===== config.mk =====
export PLATFORM = sky130hd
export DESIGN_NAME = spi_burst_ram
export DESIGN_NICKNAME = d
export VERILOG_FILES = /design/src/rtl/spi_burst_pkg.sv /design/src/rtl/spi_burst_ram_mem.sv /design/src/rtl/spi_burst_ram.sv
export SDC_FILE = /design/constraint.sdc
export NUM_CORES = 2
export LEC_CHECK = 0
export BUFFER_PORTS_ARGS = -buffer_cell sky130_fd_sc_hd__buf_4
export CAP_MARGIN = 20
export CORE_UTILIZATION = 65
export DETAILED_ROUTE_END_ITERATION = 10
export PLACE_DENSITY = 0.81
export SETUP_SLACK_MARGIN = 0.1
export SYNTH_ARGS = -nofsm -noshare
export SYNTH_HDL_FRONTEND = slang
export SYNTH_HIERARCHICAL = 1
export SYNTH_SLANG_ARGS = --single-unit

===== constraint.sdc =====
create_clock -name clk -period 9.2 [get_ports clk]
set_input_delay 0.92 -clock clk [delete_from_list [all_inputs] [get_ports clk]]
set_output_delay 0.92 -clock clk [all_outputs]
set_load 0.1 [all_outputs]

===== src/rtl/spi_burst_pkg.sv =====
// Shared types for the SPI burst RAM: command codes, FSM states and frame constants.
package spi_burst_pkg;

    localparam int CMD_BITS = 2;

    typedef enum logic [1:0] {
        WR_ADDR = 2'b00,
        WR_DATA = 2'b01,
        RD_ADDR = 2'b10,
        RD_DATA = 2'b11
    } cmd_e;

    typedef enum logic [2:0] {
        IDLE    = 3'd0,
        CMD     = 3'd1,
        ADDR    = 3'd2,
        WDATA   = 3'd3,
        RD_LOAD = 3'd4,
        RDATA   = 3'd5,
        HOLD    = 3'd6
    } state_e;

endpackage


===== src/rtl/spi_burst_ram_mem.sv =====
// Word-wide RAM with one shared address: synchronous write, asynchronous read.
// Addresses at or above MEM_DEPTH are flagged out of range, never written,
// and read back as zero.
module spi_burst_ram_mem
    import spi_burst_pkg::*;
#(
    parameter int ADDR_SIZE  = 8,
    parameter int DATA_WIDTH = 8,
    parameter int MEM_DEPTH  = 256
) (
    input  logic                  clk,
    input  logic                  we,
    input  logic [ADDR_SIZE-1:0]  addr,
    input  logic [DATA_WIDTH-1:0] wdata,
    output logic [DATA_WIDTH-1:0] rdata,
    output logic                  in_range
);

    logic [DATA_WIDTH-1:0] mem [MEM_DEPTH];

    // One extra bit so MEM_DEPTH == 2**ADDR_SIZE is representable.
    assign in_range = ({1'b0, addr} < (ADDR_SIZE + 1)'(MEM_DEPTH));
    assign rdata    = in_range ? mem[addr] : '0;

    // Array write; the array is deliberately not reset.
    always_ff @(posedge clk) begin
        if (we && in_range) begin
            mem[addr] <= wdata;
        end
    end

endmodule


===== src/rtl/spi_burst_ram.sv =====
// SPI slave front-end driving an on-chip RAM: 2-bit command frames, optional
// streaming bursts with wrapping auto-increment, sticky out-of-range flag.
module spi_burst_ram
    import spi_burst_pkg::*;
#(
    parameter int ADDR_SIZE  = 8,
    parameter int DATA_WIDTH = 8,
    parameter int MEM_DEPTH  = 256,
    parameter int BURST_EN   = 1
) (
    input  logic clk,
    input  logic rst_n,
    input  logic SS_N,
    input  logic MOSI,
    output logic MISO,
    output logic busy,
    output logic addr_err
);

    localparam int CNT_MAX = (ADDR_SIZE > DATA_WIDTH) ? ADDR_SIZE : DATA_WIDTH;
    localparam int CNT_W   = $clog2(CNT_MAX + 1);
    localparam logic [ADDR_SIZE-1:0] LAST_ADDR = ADDR_SIZE'(MEM_DEPTH - 1);

    state_e                state;
    cmd_e                  cmd_reg;
    cmd_e                  cmd_now;
    logic                  cmd_hi;
    logic [CNT_W-1:0]      bit_cnt;
    logic [ADDR_SIZE-1:0]  wr_addr;
    logic [ADDR_SIZE-1:0]  rd_addr;
    logic [ADDR_SIZE-1:0]  wr_addr_nx;
    logic [ADDR_SIZE-1:0]  rd_addr_nx;
    logic [ADDR_SIZE-1:0]  addr_shift;
    logic [ADDR_SIZE-1:0]  addr_shift_nx;
    logic [DATA_WIDTH-1:0] rx_shift;
    logic [DATA_WIDTH-1:0] rx_shift_nx;
    logic [DATA_WIDTH-1:0] tx_shift;
    logic [ADDR_SIZE-1:0]  mem_addr;
    logic [DATA_WIDTH-1:0] mem_rdata;
    logic                  mem_we;
    logic                  in_range;
    logic                  addr_last;
    logic                  data_last;
    logic                  rd_access;

    // Auto-increment wraps at the end of the populated RAM, not at 2**ADDR_SIZE.
    function automatic logic [ADDR_SIZE-1:0] next_addr(input logic [ADDR_SIZE-1:0] a);
        return (a == LAST_ADDR) ? '0 : a + ADDR_SIZE'(1);
    endfunction

    assign cmd_now       = cmd_e'({cmd_hi, MOSI});
    assign addr_shift_nx = ADDR_SIZE'({addr_shift, MOSI});
    assign rx_shift_nx   = DATA_WIDTH'({rx_shift, MOSI});
    assign addr_last     = (bit_cnt == CNT_W'(ADDR_SIZE - 1));
    assign data_last     = (bit_cnt == CNT_W'(DATA_WIDTH - 1));
    assign wr_addr_nx    = next_addr(wr_addr);
    assign rd_addr_nx    = next_addr(rd_addr);
    assign busy          = (state != IDLE);

    // Write strobe fires on the edge that samples the last data bit of a word.
    assign mem_we    = rst_n && !SS_N && (state == WDATA) && data_last;
    // Read accesses: the initial load, and each burst reload at a word boundary.
    assign rd_access = rst_n && !SS_N &&
                       ((state == RD_LOAD) ||
                        ((state == RDATA) && data_last && (BURST_EN != 0)));

    // Single RAM port address: write pointer while writing, look-ahead while streaming reads.
    always_comb begin
        mem_addr = rd_addr;
        case (state)
            WDATA:   mem_addr = wr_addr;
            RDATA:   mem_addr = rd_addr_nx;
            default: mem_addr = rd_addr;
        endcase
    end

    spi_burst_ram_mem #(
        .ADDR_SIZE  (ADDR_SIZE),
        .DATA_WIDTH (DATA_WIDTH),
        .MEM_DEPTH  (MEM_DEPTH)
    ) u_mem (
        .clk      (clk),
        .we       (mem_we),
        .addr     (mem_addr),
        .wdata    (rx_shift_nx),
        .rdata    (mem_rdata),
        .in_range (in_range)
    );

    // Frame decoder: command, address and data shifting, address pointers and MISO.
    always_ff @(posedge clk) begin
        if (!rst_n) begin
            state      <= IDLE;
            cmd_reg    <= WR_ADDR;
            cmd_hi     <= 1'b0;
            bit_cnt    <= '0;
            wr_addr    <= '0;
            rd_addr    <= '0;
            addr_shift <= '0;
            rx_shift   <= '0;
            tx_shift   <= '0;
            MISO       <= 1'b0;
        end else if (SS_N) begin
            state   <= IDLE;
            bit_cnt <= '0;
            MISO    <= 1'b0;
        end else begin
            case (state)
                IDLE: begin
                    cmd_hi <= MOSI;
                    state  <= CMD;
                end
                CMD: begin
                    cmd_reg    <= cmd_now;
                    bit_cnt    <= '0;
                    addr_shift <= '0;
                    rx_shift   <= '0;
                    case (cmd_now)
                        WR_ADDR, RD_ADDR: state <= ADDR;
                        WR_DATA:          state <= WDATA;
                        default:          state <= RD_LOAD;
                    endcase
                end
                ADDR: begin
                    addr_shift <= addr_shift_nx;
                    bit_cnt    <= bit_cnt + CNT_W'(1);
                    if (addr_last) begin
                        if (cmd_reg == RD_ADDR) begin
                            rd_addr <= addr_shift_nx;
                        end else begin
                            wr_addr <= addr_shift_nx;
                        end
                        state <= HOLD;
                    end
                end
                WDATA: begin
                    rx_shift <= rx_shift_nx;
                    bit_cnt  <= bit_cnt + CNT_W'(1);
                    if (data_last) begin
                        bit_cnt <= '0;
                        if (BURST_EN != 0) begin
                            wr_addr <= wr_addr_nx;
                        end else begin
                            state <= HOLD;
                        end
                    end
                end
                RD_LOAD: begin
                    tx_shift <= mem_rdata << 1;
                    MISO     <= mem_rdata[DATA_WIDTH-1];
                    bit_cnt  <= '0;
                    state    <= RDATA;
                end
                RDATA: begin
                    if (data_last) begin
                        if (BURST_EN != 0) begin
                            rd_addr  <= rd_addr_nx;
                            tx_shift <= mem_rdata << 1;
                            MISO     <= mem_rdata[DATA_WIDTH-1];
                            bit_cnt  <= '0;
                        end else begin
                            MISO  <= 1'b0;
                            state <= HOLD;
                        end
                    end else begin
                        MISO     <= tx_shift[DATA_WIDTH-1];
                        tx_shift <= tx_shift << 1;
                        bit_cnt  <= bit_cnt + CNT_W'(1);
                    end
                end
                HOLD: begin
                    state <= HOLD;
                end
                default: begin
                    state <= IDLE;
                end
            endcase
        end
    end

    // Sticky out-of-range flag, set by any suppressed write or zeroed read.
    always_ff @(posedge clk) begin
        if (!rst_n) begin
            addr_err <= 1'b0;
        end else if ((mem_we || rd_access) && !in_range) begin
            addr_err <= 1'b1;
        end
    end

endmodule


==> results.cfg <==
[die]
die_width_microns = 355
design.core.area_sq_um = 124000
row_count = 129
floorplan.initialDensity_pct = 65.6
design.die.area_sq_um = 126000
num_io_pins = 7
die_y_microns = 355

[global_routing]
global_route.overflow_total = 0
grt_start_max_net_pins = 259
antenna_violations_before_repair = 4
grt_pass1_wl_microns = 294000
grtUsageTotal_pct = 32.9
first_global_vias = 42000

[placed_design]
globalplace.congestion = 0.886
dp_worst_setup_slack_ns = 2.72
hpwlAfterDp_microns = 106000
io_buf_count = 6
placed_cells_incl_taps = 5354

[critical_path]
worstSetupPathType = flip-flop to flip-flop
critical_path_peak_fanout = 74
cp.arrival_ns = 7.51
setup.worst_path.start_class = flip-flop
crit_path_end_kind = flip-flop
worst-endpoint-required_ns = 9.86

[timing]
fin_crit_sh_pct = 74.5
setup_violations = 0
timing_max_transition_violations_final = 0
max_slew_margin_pct = 13.1
final.hold.worst_slack_ns = 0.444
finalWorstSetupSlack_ns = 2.35
setup_repair_after_global_routing_missed_its_margin = false
worst_max_slew_pin_slew_ns = 1.30
timing_hold_violations_final = 0
min_period_ns = 6.85
setup_tns_ns = 0
highest_clock_rate_ghz = 0.146
finalClockSkew_ns = 0.0275

[clock_tree]
clk_transition_reported_paths_ns = 0.06
cts_htree_levels = 4
clk-insertion-delay-late_ns = 0.81
tritoncts.num_buffers = 195
clock_tree_from_tritoncts = built
cts.repair.resized = 0
clk_root_buffer_cell = sky130_fd_sc_hd__clkbuf_16
total_setup_buffers_inserted_after_cts = 0
ctsLongestPathBuffers = 3
cts.hold.buffers_added = 0
cts.sinks = 2097

[synth]
synthesis.instances = 3871
synth_sequential_area_ratio_pct = 77.1
synth_simple_gate_area_share_pct = 2.58
adder_cell_share_of_the_synthesized_area_pct = 0.0463
netlist.top_cell.by_area = sky130_fd_sc_hd__edfxtp_1
combinational_family_with_the_most_area_after_synthesis = multiplexers
muxShareOfSynthArea_pct = 14.3
synth_nets = 3878
ys_async_sr_fraction_pct = 0
synth.top_cell.area_share_pct = 75.9
ys_top_cells_by_area = sky130_fd_sc_hd__edfxtp_1, sky130_fd_sc_hd__mux4_2, sky130_fd_sc_hd__a22oi_1, sky130_fd_sc_hd__nor2_1, sky130_fd_sc_hd__dfxtp_1
yosys.area_share.xor_xnor_pct = 0.0432
ys_types = 68
netlist_area_before_placement_sq_um = 81100
synth.ff_latch_count = 2097
synth_enable_flop_cells = 2048
syn_area_per_cell_sq_um = 20.9
synth_compound_area_share_pct = 4.43
synth-warning-count = 6
synthFlopType = sky130_fd_sc_hd__edfxtp_1

[layout]
largest_register_ff_count = 2048
design.final.nets = 3928
mostFrequentLayoutCell = sky130_fd_sc_hd__edfxtp_1
ff_latch_area_sq_um = 62500
syn2layout_area_growth_pct = 9.88
layout_top_registers = u_mem/mem x2048, rd_addr x8, wr_addr x8
largest_register = u_mem/mem
stdcell_count = 5710
fill_cells = 6518
drive_above_1_share_pct = 22.3
combined_area_of_the_multi_input_logic_cells_sq_um = 17400
leading_cell_types_in_the_layout_fill_and_taps_excluded = sky130_fd_sc_hd__edfxtp_1, sky130_fd_sc_hd__mux4_2, sky130_fd_sc_hd__a22oi_1, sky130_fd_sc_hd__nor2_1, sky130_fd_sc_hd__clkbuf_16

[power_and_ir_drop]
total_leakage_power_nw = 25.0
power.density_cell_area_nw_per_um2 = 203
design_power_total_mw = 18.1
peakVddDrop_uv = 212

[drt]
drtAntennaViolNets = 0
drt_iter0_drc = 7159
dr_total_vias = 42600
routed_wirelength_microns = 206000
drc_violations_left = 0
post_drt_via_cell_ratio = 7.46
drt-wirelength-per-cell_microns = 36.1
drt_pass1_iterations = 9

[worst_hold_path]
min-delay-path-class = input pin to flip-flop

[flow_run]
drv.max_cap_violation_count = 0

[status]
outcome = complete, no violations
## final timing paths
path | cells after the start | from | slack (ns) | to
max | 12 | state[1]$_SDFFE_PP0P_ | 2.35 | MISO$_SDFFE_PP0N_
min reg2reg | 2 | cmd_reg[1]$_SDFFE_PN0P_ | 0.49 | cmd_reg[1]$_SDFFE_PN0P_
min | 3 | rst_n | 0.44 | addr_err$_SDFFE_PN0P_
max reg2reg | 12 | state[1]$_SDFFE_PP0P_ | 2.35 | MISO$_SDFFE_PP0N_
## layer usage
layer / global-route usage, % / wire, microns
met1: 44.9 / 68500
met2: 50.5 / 98100
met3: 8.72 / 28200
met4: 15.1 / 11600
met5: 0 / 49
## critical path: stages, from the launching register on
cell and delay, ns:
sky130_fd_sc_hd__dfxtp_1 0.81, sky130_fd_sc_hd__and3b_1 0.47, sky130_fd_sc_hd__nor2_1 0.57, sky130_fd_sc_hd__a221o_4 0.88, sky130_fd_sc_hd__buf_12 0.46, sky130_fd_sc_hd__buf_12 0.45
sky130_fd_sc_hd__mux4_2 0.61, sky130_fd_sc_hd__a22oi_1 0.31, sky130_fd_sc_hd__a21oi_1 0.16, sky130_fd_sc_hd__o41ai_1 1.02, sky130_fd_sc_hd__nand4_1 0.34, sky130_fd_sc_hd__a211oi_1 0.33
sky130_fd_sc_hd__a211oi_1 0.08
## cell usage after synthesis, drive strengths merged, types with 7 or more instances
master  number
buf        100
nand3       30
mux4       512
nor3        38
dfxtp       49
nand2       55
a21oi      146
nor2       271
a211oi       9
o21ai       18
o41ai       32
and2        11
a311oi       7
clkbuf     158
edfxtp    2048
nand4       11
inv          8
nor2b        9
nand2b      11
a22oi      271
## cell type report
| cell class | count | area share (%) |
|---|---|---|
| Multi-Input combinational cell | 1507 | 19.6 |
| Tap cell | 1637 | 2.30 |
| Inverter | 9 | 0.0379 |
| Antenna cell | 1 | 0.00281 |
| Clock inverter | 97 | 0.868 |
| Clock buffer | 251 | 5.83 |
| Sequential cell | 2097 | 70.2 |
| Timing Repair Buffer | 111 | 1.19 |
## stage by stage
stage               util [%]  area [sq um]
CTS                     71.9         88900
floorplan                  -         81100
detailed placement      67.1         83000
global route            72.0         89100
finish                  72.0         89100
global placement        67.1         82900
## cells by family after synthesis
| family | after synthesis |
|---|---|
| AOI/OAI and AO/OA | 520 |
| xor gates and xnor gates | 4 |
| adders and majority gates | 3 |
| buffers and inverters | 267 |
| DFF | 2097 |
| muxes | 514 |
| other | 1 |
| and+or+nand+nor | 465 |
## report_power, final
part,total (mW),internal (mW),switching [mW]
registers,10.3,10.3,0.00350
logic,0.0510,0.0112,0.0399
clock network,7.71,4.25,3.45
total,18.1,14.6,3.50
Note: power is estimated with default switching activity, not from simulation.
